--- src/rtl/player_round_scheduler.sv ---
// Round sequencer between six asynchronous player inputs and the shared game datapath.
// Synchronizes strobes/moves, collects one move per enabled player, then issues them round-robin.

module player_lane_sync #(
    parameter int MOVE_W      = 3,
    parameter int SYNC_STAGES = 2
) (
    input  logic              clk,
    input  logic              reset_n,
    input  logic              strobe_in,
    input  logic [MOVE_W-1:0] move_in,
    output logic              strobe_sync,
    output logic [MOVE_W-1:0] move_sync
);
    logic [SYNC_STAGES-1:0]             strb_q, strb_d;
    logic [SYNC_STAGES-1:0][MOVE_W-1:0] mv_q, mv_d;

    // Move bits share the strobe's depth so the synchronized move is aligned with its edge.
    always_comb begin
        strb_d = {strb_q[SYNC_STAGES-2:0], strobe_in};
        mv_d   = {mv_q[SYNC_STAGES-2:0], move_in};
    end

    always_ff @(posedge clk or negedge reset_n) begin
        if (!reset_n) begin
            strb_q <= '0;
            mv_q   <= '0;
        end else begin
            strb_q <= strb_d;
            mv_q   <= mv_d;
        end
    end

    assign strobe_sync = strb_q[SYNC_STAGES-1];
    assign move_sync   = mv_q[SYNC_STAGES-1];
endmodule

module player_round_scheduler #(
    parameter int NUM_PLAYERS = 6,
    parameter int MOVE_W      = 3,
    parameter int SYNC_STAGES = 2,
    parameter int TIMEOUT_CYC = 100000000
) (
    input  logic                          clk,
    input  logic                          reset_n,
    input  logic [NUM_PLAYERS*MOVE_W-1:0] player_move,
    input  logic [NUM_PLAYERS-1:0]        player_strobe,
    input  logic [NUM_PLAYERS-1:0]        player_en,
    input  logic                          round_start,
    output logic                          out_valid,
    input  logic                          out_ready,
    output logic [2:0]                    out_player,
    output logic [MOVE_W-1:0]             out_move,
    output logic                          out_last,
    output logic [NUM_PLAYERS-1:0]        collected,
    output logic                          round_busy,
    output logic                          round_done,
    output logic                          timed_out,
    output logic [3:0]                    state_out
);
    localparam int CNT_W = (TIMEOUT_CYC > 2) ? $clog2(TIMEOUT_CYC) : 1;
    localparam int IW    = (NUM_PLAYERS > 1) ? $clog2(NUM_PLAYERS) : 1;

    typedef enum logic [3:0] {
        IDLE    = 4'h1,
        COLLECT = 4'h2,
        ISSUE   = 4'h4,
        DONE    = 4'h8
    } state_t;

    logic [NUM_PLAYERS-1:0]             strobe_sync, rise;
    logic [NUM_PLAYERS-1:0][MOVE_W-1:0] move_sync;

    state_t                             state_q, state_d;
    logic [NUM_PLAYERS-1:0]             prev_q, prev_d;
    logic [NUM_PLAYERS-1:0]             en_q, en_d;
    logic [NUM_PLAYERS-1:0]             collected_q, collected_d;
    logic [NUM_PLAYERS-1:0]             pending_q, pending_d;
    logic [NUM_PLAYERS-1:0][MOVE_W-1:0] slot_q, slot_d;
    logic [CNT_W-1:0]                   cnt_q, cnt_d;
    logic [2:0]                         rr_ptr_q, rr_ptr_d;
    logic [2:0]                         first_q, first_d;
    logic                               issued_q, issued_d;
    logic                               out_valid_q, out_valid_d;
    logic [2:0]                         out_player_q, out_player_d;
    logic [MOVE_W-1:0]                  out_move_q, out_move_d;
    logic                               out_last_q, out_last_d;
    logic                               timed_out_q, timed_out_d;
    logic                               round_done_q, round_done_d;
    logic                               round_busy_q, round_busy_d;

    logic [NUM_PLAYERS-1:0]             capture, coll_new, pend_new;
    logic [2:0]                         sel;
    logic                               goto_issue;

    for (genvar g = 0; g < NUM_PLAYERS; g++) begin : g_lane
        player_lane_sync #(
            .MOVE_W      (MOVE_W),
            .SYNC_STAGES (SYNC_STAGES)
        ) u_sync (
            .clk         (clk),
            .reset_n     (reset_n),
            .strobe_in   (player_strobe[g]),
            .move_in     (player_move[g*MOVE_W +: MOVE_W]),
            .strobe_sync (strobe_sync[g]),
            .move_sync   (move_sync[g])
        );
    end

    // First set bit of m at or after start, wrapping around the player ring.
    function automatic logic [2:0] rr_pick(input logic [NUM_PLAYERS-1:0] m, input int start);
        logic [2:0] r;
        logic       hit;
        int         idx;
        r   = '0;
        hit = 1'b0;
        for (int k = 0; k < NUM_PLAYERS; k++) begin
            idx = (start + k) % NUM_PLAYERS;
            if (!hit && m[idx[IW-1:0]]) begin
                r   = 3'(idx);
                hit = 1'b1;
            end
        end
        return r;
    endfunction

    assign rise   = strobe_sync & ~prev_q;
    assign prev_d = strobe_sync;

    always_comb begin
        state_d      = state_q;
        en_d         = en_q;
        collected_d  = collected_q;
        pending_d    = pending_q;
        slot_d       = slot_q;
        cnt_d        = cnt_q;
        rr_ptr_d     = rr_ptr_q;
        first_d      = first_q;
        issued_d     = issued_q;
        out_valid_d  = out_valid_q;
        out_player_d = out_player_q;
        out_move_d   = out_move_q;
        out_last_d   = out_last_q;
        timed_out_d  = timed_out_q;
        capture      = '0;
        coll_new     = collected_q;
        pend_new     = pending_q;
        sel          = '0;
        goto_issue   = 1'b0;

        case (state_q)
            IDLE: begin
                if (round_start && (|player_en)) begin
                    en_d        = player_en;
                    slot_d      = '0;
                    collected_d = '0;
                    timed_out_d = 1'b0;
                    issued_d    = 1'b0;
                    cnt_d       = CNT_W'(TIMEOUT_CYC - 1);
                    state_d     = COLLECT;
                end
            end
            COLLECT: begin
                capture  = rise & en_q & ~collected_q;
                coll_new = collected_q | capture;
                for (int i = 0; i < NUM_PLAYERS; i++)
                    if (capture[i]) slot_d[i] = move_sync[i];
                collected_d = coll_new;
                // A final capture on the timeout cycle still counts as a complete round.
                if ((coll_new & en_q) == en_q) begin
                    goto_issue = 1'b1;
                end else if (cnt_q == '0) begin
                    timed_out_d = 1'b1;
                    if (|coll_new) goto_issue = 1'b1;
                    else           state_d    = DONE;
                end else begin
                    cnt_d = cnt_q - CNT_W'(1);
                end
                if (goto_issue) begin
                    sel          = rr_pick(coll_new, int'(rr_ptr_q));
                    pending_d    = coll_new;
                    out_valid_d  = 1'b1;
                    out_player_d = sel;
                    out_move_d   = slot_d[sel[IW-1:0]];
                    out_last_d   = ($countones(coll_new) == 1);
                    first_d      = sel;
                    issued_d     = 1'b1;
                    state_d      = ISSUE;
                end
            end
            ISSUE: begin
                if (out_valid_q && out_ready) begin
                    pend_new                      = pending_q;
                    pend_new[out_player_q[IW-1:0]] = 1'b0;
                    pending_d                     = pend_new;
                    if (pend_new == '0) begin
                        out_valid_d = 1'b0;
                        out_last_d  = 1'b0;
                        state_d     = DONE;
                    end else begin
                        sel          = rr_pick(pend_new, int'(out_player_q) + 1);
                        out_player_d = sel;
                        out_move_d   = slot_q[sel[IW-1:0]];
                        out_last_d   = ($countones(pend_new) == 1);
                    end
                end
            end
            DONE: begin
                if (issued_q) rr_ptr_d = 3'((int'(first_q) + 1) % NUM_PLAYERS);
                state_d = IDLE;
            end
            default: state_d = IDLE;
        endcase

        round_done_d = (state_d == DONE);
        round_busy_d = (state_d != IDLE);
    end

    always_ff @(posedge clk or negedge reset_n) begin
        if (!reset_n) begin
            state_q      <= IDLE;
            prev_q       <= '0;
            en_q         <= '0;
            collected_q  <= '0;
            pending_q    <= '0;
            slot_q       <= '0;
            cnt_q        <= '0;
            rr_ptr_q     <= '0;
            first_q      <= '0;
            issued_q     <= 1'b0;
            out_valid_q  <= 1'b0;
            out_player_q <= '0;
            out_move_q   <= '0;
            out_last_q   <= 1'b0;
            timed_out_q  <= 1'b0;
            round_done_q <= 1'b0;
            round_busy_q <= 1'b0;
        end else begin
            state_q      <= state_d;
            prev_q       <= prev_d;
            en_q         <= en_d;
            collected_q  <= collected_d;
            pending_q    <= pending_d;
            slot_q       <= slot_d;
            cnt_q        <= cnt_d;
            rr_ptr_q     <= rr_ptr_d;
            first_q      <= first_d;
            issued_q     <= issued_d;
            out_valid_q  <= out_valid_d;
            out_player_q <= out_player_d;
            out_move_q   <= out_move_d;
            out_last_q   <= out_last_d;
            timed_out_q  <= timed_out_d;
            round_done_q <= round_done_d;
            round_busy_q <= round_busy_d;
        end
    end

    assign out_valid  = out_valid_q;
    assign out_player = out_player_q;
    assign out_move   = out_move_q;
    assign out_last   = out_last_q;
    assign collected  = collected_q;
    assign round_busy = round_busy_q;
    assign round_done = round_done_q;
    assign timed_out  = timed_out_q;
    assign state_out  = state_q;
endmodule
--- config.mk ---
export PLATFORM = sky130hd
export DESIGN_NAME = player_round_scheduler
export DESIGN_NICKNAME = d
export VERILOG_FILES = /design/src/rtl/player_round_scheduler.sv
export SDC_FILE = /design/constraint.sdc
export NUM_CORES = 1
export LEC_CHECK = 0
export ABC_AREA = 1
export ABC_CLOCK_PERIOD_IN_PS = 3800
export CAP_MARGIN = 20
export CORE_ASPECT_RATIO = 2
export CORE_UTILIZATION = 50
export CTS_BUF_LIST = sky130_fd_sc_hd__clkbuf_8
export CTS_CLUSTER_SIZE = 30
export DETAILED_ROUTE_END_ITERATION = 7
export MAX_ROUTING_LAYER = met4
export PLACE_DENSITY = 0.72
export SLEW_MARGIN = 25
export SYNTH_ARGS = -nofsm -noshare
export SYNTH_HDL_FRONTEND = slang
export SYNTH_SLANG_ARGS = --single-unit
--- constraint.sdc ---
create_clock -name clk -period 3.8 [get_ports clk]
set_input_delay 0.76 -clock clk [delete_from_list [all_inputs] [get_ports clk]]
set_output_delay 0.76 -clock clk [all_outputs]
set_load 0.005 [all_outputs]
; Word-level counts from Yosys, hierarchy flattened
; Cells that the tools add are included.
[totals]
in_bits = 34
output_inout_bits = 21
ff_bits = 139
wordCells = 295
[op_classes]
n_eq_ne = 17
bitwise = 9
order_cmp = 16
reduce_logical = 39
n_mux = 138
div = 13
addsub = 23
[ops]
columns = operator, n
row1 = "32-bit by 4-bit remainder unit with 32-bit output, second input constant", 12
row2 = 3-bit two-way mux, 37
row3 = 27-bit two-way mux, 3
row4 = 1-bit two-way mux, 61
row5 = "3-bit by 4-bit less-than comparator with 1-bit output, second input constant", 15
row6 = 27-bit one-hot mux with 2 select lines, 1
row7 = 1-bit binary-select mux with 3-bit select, 12
row8 = 18-bit one-hot mux with 2 select lines, 1
row9 = "4-bit by 4-bit remainder unit with 32-bit output, second input constant", 1
row10 = 6-bit bitwise AND, 5
row11 = 4-bit two-way mux, 7
row12 = 27-bit logical NOT, 1
row13 = "27-bit by 1-bit subtractor with 27-bit output, second input constant", 1
row14 = 6-bit one-hot mux with 2 select lines, 2
row15 = 3-bit binary-select mux with 3-bit select, 2
row16 = 18-bit two-way mux, 1
row17 = 6-bit two-way mux, 3
row18 = 6-bit NOT, 3
row19 = "2-bit inequality test, second input constant", 8
row20 = 4-bit AND reduction, 4
row21 = 1-bit logical AND, 13
row22 = 1-bit by 1-bit adder with 2-bit output, 6
row23 = "3-bit by 1-bit adder with 4-bit output, second input constant", 3
row24 = "4-bit by 1-bit == test with 1-bit output, second input constant", 3
row25 = 24 further kinds, 50

; Longest topological paths before layout
[depth]
depth_word = 47
depth_mapped = 32
depth_no_buf = 30

; By module
; A second synthesis with hierarchy kept.
[hier_totals]
cells_unflattened = 1167
hier_area_um2 = 8918.6
[by_module_without_submodules]
columns = mod, area_each_um2, n_inst, cells_per_inst, seq_area_each_um2
row1 = player_round_scheduler, 7717.4, 1, 1119, 2278.4
row2 = player_lane_sync, 200.2, 6, 8, 200.2

; Worst setup path before layout
; No wires, ideal clock.
[synth_path]
path_type = register -> register
startpoint = register out_player_q[0] (netlist: out_player[0])
endpoint = register out_move_q[0] (netlist: out_move[0])
required_time_ps = 3678
path_slack_ps = -89
t_arrival_ps = 3767
setup_ps = 122
path_stages_with_launch = 31
path_buffers = 3
cell_sequence = dfrtp_1 > buf_4 > inv_2 > buf_6 > ha_1 > buf_6 > clkinv_1 > ha_1 > inv_1 > nand2_1 > ha_1 > nor2_1 > nand2_1 > o21ai_2 > nand2_1 > nand2_1 > nand2_1 > nand2_1 > nand3_1 > nand2_1 > nand3_1 > nor2_4 > nand2_2 > nand2_2 > nand2_2 > nand2_4 > nand2_8 > nand2_1 > nand2_1 > a21oi_1 > a21oi_1
[synth_via]
elab_chain_len = 47
elab_cells_between_ends = 78
cone_classes = add/sub (6) / div (6) / order compare (2) / eq/ne (1) / mux (48) / bitwise (2) / reduce/logical (13)
[synth_lines]
columns = item, line
row1 = from (decl), 85  ; logic [2:0] out_player_q, out_player_d;
row2 = from (signal assigned), 250  ; out_player_q <= out_player_d;
row3 = "parallel branches: the longest is 47 deep, another holds 32-bit by 4-bit remainder unit with 32-bit output", --
row4 = to (signal assigned), 251  ; out_move_q <= out_move_d;
row5 = to (decl), 86  ; logic [MOVE_W-1:0] out_move_q, out_move_d;
; Parallel ways; which one is timed is not known. The select of a mux whose other input is x is not followed.
; A chain may end at the register's enable or synchronous reset.

; Final worst setup path
[layout_path]
startpoint = register out_player_q[1] (netlist: out_player[1])
endpoint = register out_move_q[0] (netlist: out_move[0])
; The elaborated chain is that of the path after synthesis.

==> impl_metrics.sql <==
INSERT INTO impl_metrics (metric_group, metric, value, unit) VALUES
('status', 'status', 'finished, final reports clean', ''),
('timing', 'worst_pin_slew', '712', 'ps'),
('synthesis', 'syn_inst', '1201', ''),
('synthesis', 'cell_area_after_synthesis', '9040', 'um^2'),
('global_routing', 'largest_net_degree_at_the_start_of_global_routing', '74', ''),
('clock_tree', 'tritoncts.num_buffers', '17', ''),
('final_layout', 'finish.utilization', '0.600', ''),
('synthesis', 'synth_nets', '1285', ''),
('timing', 'worst_slew_margin_rel', '0.526', ''),
('clock_tree', 'clockBufferDepth', '2', ''),
('timing', 'setup-tns-final', '0', 'ps'),
('synthesis', 'synth.avg_cell_area', '7.53', 'um^2'),
('die', 'initial_core_util', '0.511', ''),
('timing', 'layout_worst_path_cycle_share', '0.935', ''),
('setup_path', 'critPathMostFrequentCell', 'sky130_fd_sc_hd__nand2_1', ''),
('global_routing', 'grt_util_all_layers', '0.266', ''),
('routing', 'route.antenna.remaining_nets', '0', ''),
('routing', 'drt-vias-per-instance', '5.43', ''),
('clock_tree', 'tritoncts', 'yes', ''),
('setup_path', 'crit_path_max_fanout', '10', ''),
('timing', 'setup_violations', '0', ''),
('clock_tree', 'hold_buffer_count_at_cts', '0', ''),
('setup_path', 'arrival', '3910', 'ps'),
('timing', 'final_hold_viol_count', '0', ''),
('die', 'io_pins', '55', ''),
('setup_path', 'worst_setup_path_end_kind', 'register', ''),
('routing', 'post_drt_wl_per_cell', '15.3', 'um'),
('placement', 'gp_congestion', '0.957', ''),
('global_routing', 'grt_pass1_vias', '8190', ''),
('clock_tree', 'clkTransAtPathRegs', '100', 'ps'),
('timing', 'layout_min_cycle_time', '3550', 'ps'),
('routing', 'total_wirelength', '23.4', 'mm'),
('global_routing', 'global_route.overflow_total', '0', ''),
('final_layout', 'most_frequent_standard_cell_in_the_layout_excluding_fill_and_tap_cells', 'sky130_fd_sc_hd__nand2_1', ''),
('routing', 'detail_route.first_pass.iterations', '5', ''),
('clock_tree', 'cts_htree_levels', '4', ''),
('final_layout', 'diodes_inserted', '0', ''),
('timing', 'skew', '14.8', 'ps'),
('clock_tree', 'root_cell_of_the_clock_tree', 'sky130_fd_sc_hd__clkbuf_8', ''),
('synthesis', 'synth.distinct_cells', '54', ''),
('final_layout', 'layout.cells.most_common_list', '302 x sky130_fd_sc_hd__nand2_1, 148 x sky130_fd_sc_hd__inv_1, 133 x sky130_fd_sc_hd__dfrtp_1', ''),
('setup_path', 'worst-setup-path-type', 'register to register', ''),
('die', 'core_region_area', '17700', 'um^2'),
('job', 'drv.max_cap_violation_count', '0', ''),
('placement', 'place.port_buffers', '54', ''),
('routing', 'drt_iter0_drc', '345', ''),
('synthesis', 'yosysSeqAreaShare', '0.385', ''),
('final_layout', 'drive_above_1_share', '0.156', ''),
('setup_path', 'setup.worst_path.start_class', 'register', ''),
('clock_tree', 'worstSkewPairLatency', '470', 'ps'),
('placement', 'sum_of_net_half_perimeters_after_detailed_placement', '18.0', 'mm'),
('die', 'die_area', '18700', 'um^2'),
('final_layout', 'area_growth_syn_to_layout', '17.4', '%'),
('clock_tree', 'cts_num_sinks', '139', ''),
('synthesis', 'synth_seq_cells', '139', ''),
('die', 'row_count', '69', ''),
('routing', 'drc_errors', '0', ''),
('die', 'vert_die_dim', '192', 'um'),
('global_routing', 'number_of_antenna_violations_at_the_first_check_in_global_routing', '0', ''),
('timing', 'fin_hold_ws', '303', 'ps'),
('setup_path', 'worstPathRequired', '4160', 'ps'),
('timing', 'timing_max_transition_violations_final', '0', ''),
('worst_hold_path', 'timing.hold.worst.class', 'input port to async pin', ''),
('final_layout', 'design.final.nets', '1381', ''),
('timing', 'clock.fmax', '281', 'MHz'),
('global_routing', 'grt_first_pass_wirelength', '38.0', 'mm'),
('synthesis', 'yosysWarningCount', '0', ''),
('setup_path', 'cpMaxStageDelayCell', 'sky130_fd_sc_hd__dfrtp_2', ''),
('routing', 'dr_total_vias', '8270', ''),
('die', 'chipWidth', '97.1', 'um'),
('setup_path', 'timing.critical_path.slowest_cell_delay', '460', 'ps');
-- metrics by stage --
step / cell area [um^2] / std cells / setup slack (ps)
final: 10600 / 1523 / 246
after global routing: 10600 / 1523 / -58.8
after global placement: 9980 / 1481 / 157
after CTS: 10400 / 1513 / 14.4
after detailed placement: 9980 / 1481 / 9.31
after floorplan: 9040 / 1201 / 23.9
-- path summary, 6_finish.rpt --
path | from | endpoint | slack [ps] | depth (start not counted)
max | out_player[1] | out_move[0] | 250 | 28
min | reset_n | cnt_q[7] | 300 | 1
max reg2reg | out_player[1] | out_move[0] | 250 | 28
min reg2reg | g_lane[0].u_sync.mv_d[3] | g_lane[0].u_sync.move_sync[0] | 340 | 0
max in group asynchronous | reset_n | g_lane[4].u_sync.mv_d[4] | 2670 | 2
min in group clk | g_lane[0].u_sync.mv_d[3] | g_lane[0].u_sync.move_sync[0] | 340 | 0
-- kinds of logic (layout without fill, tap and decap cells) --
family,Yosys count,in the layout,share of synthesized area
AND/OR/NAND/NOR,651,653,0.338
buffers and inverters,192,299,0.0848
AO/OA/AOI/OAI,154,154,0.100
flip-flops,139,139,0.385
adder cells (fa/ha/maj),50,50,0.0742
XOR/XNOR,13,13,0.0151
multiplexers,2,2,0.00249
-- Yosys cell counts, drive strengths merged --
cell / instances / share of area
nand2: 340 / 0.15
or4: 2 / 0.0017
o31ai: 2 / 0.0022
nand3b: 7 / 0.0058
a2111oi: 1 / 0.00097
nor3: 20 / 0.013
clkinv: 4 / 0.0017
buf: 11 / 0.0097
o21bai: 2 / 0.0033
xor2: 10 / 0.011
o22ai: 27 / 0.019
dfrtp: 138 / 0.38
ha: 44 / 0.061
a22oi: 1 / 0.00083
nor3b: 2 / 0.0017
mux2: 2 / 0.0025
nand3: 139 / 0.088
o21ai: 86 / 0.049
o311ai: 1 / 0.00097
o21a: 1 / 0.00083
a2bb2oi: 1 / 0.00097
fa: 6 / 0.013
dfstp: 1 / 0.0029
nor4: 4 / 0.0028
or2: 8 / 0.0055
nand4: 24 / 0.018
clkbuf: 8 / 0.0033
a32oi: 1 / 0.00097
xnor2: 3 / 0.0037
o211ai: 11 / 0.0091
nor2: 105 / 0.048
inv: 169 / 0.070
a31oi: 3 / 0.0021
a21oi: 17 / 0.011
-- repair_timing --
item / 4_1_cts / 5_1_grt
gates cloned: 0 / 2
pin swaps: 0 / 9
endpoints found under the setup margin: 2 / 6
resized for setup: 1 / 37
setup buffers: 0 / 8
-- critical path, delay by kind of cell, from the launching register on --
family / cells / cell delay (ps)
AO/OA/AOI/OAI: 3 / 270
adder cells (fa/ha/maj): 3 / 610
buffers and inverters: 3 / 230
flip-flops: 1 / 460
AND/OR/NAND/NOR: 19 / 1850
-- layer usage --
| layer | up-vias | share of wire | track usage |
|---|---|---|---|
| met2 | 196 | 0.54 | 0.496 |
| met5 | - | 0 | - |
| met3 | 105 | 0.023 | 0.0346 |
| met1 | 3857 | 0.35 | 0.243 |
| met4 | 0 | 0.078 | 0.203 |
| li1 | 4112 | - | - |
-- final cells by class --
type | instances | area, um^2
fill | 1655 | 7080
sequential | 139 | 3490
tap | 213 | 267
multi-input combinational | 872 | 4960
clock inverter | 14 | 126
timing repair buffer | 94 | 871
inverter | 173 | 654
clock buffer | 18 | 248
-- state kept, by name (all words and copies together) (netlist names), 4 cells and up --
name / cells
state_out: 4
cnt_q: 27
collected: 6
pending_q: 6
prev_q: 6
slot_q: 18
en_q: 6
g_lane.u_sync.strb_q: 12
g_lane.u_sync.move_sync: 18
g_lane.u_sync.mv_d: 18
Power is left out: the tool's default activity adds up to more than one toggle a clock period on the data nets, which glitch-free logic cannot reach.
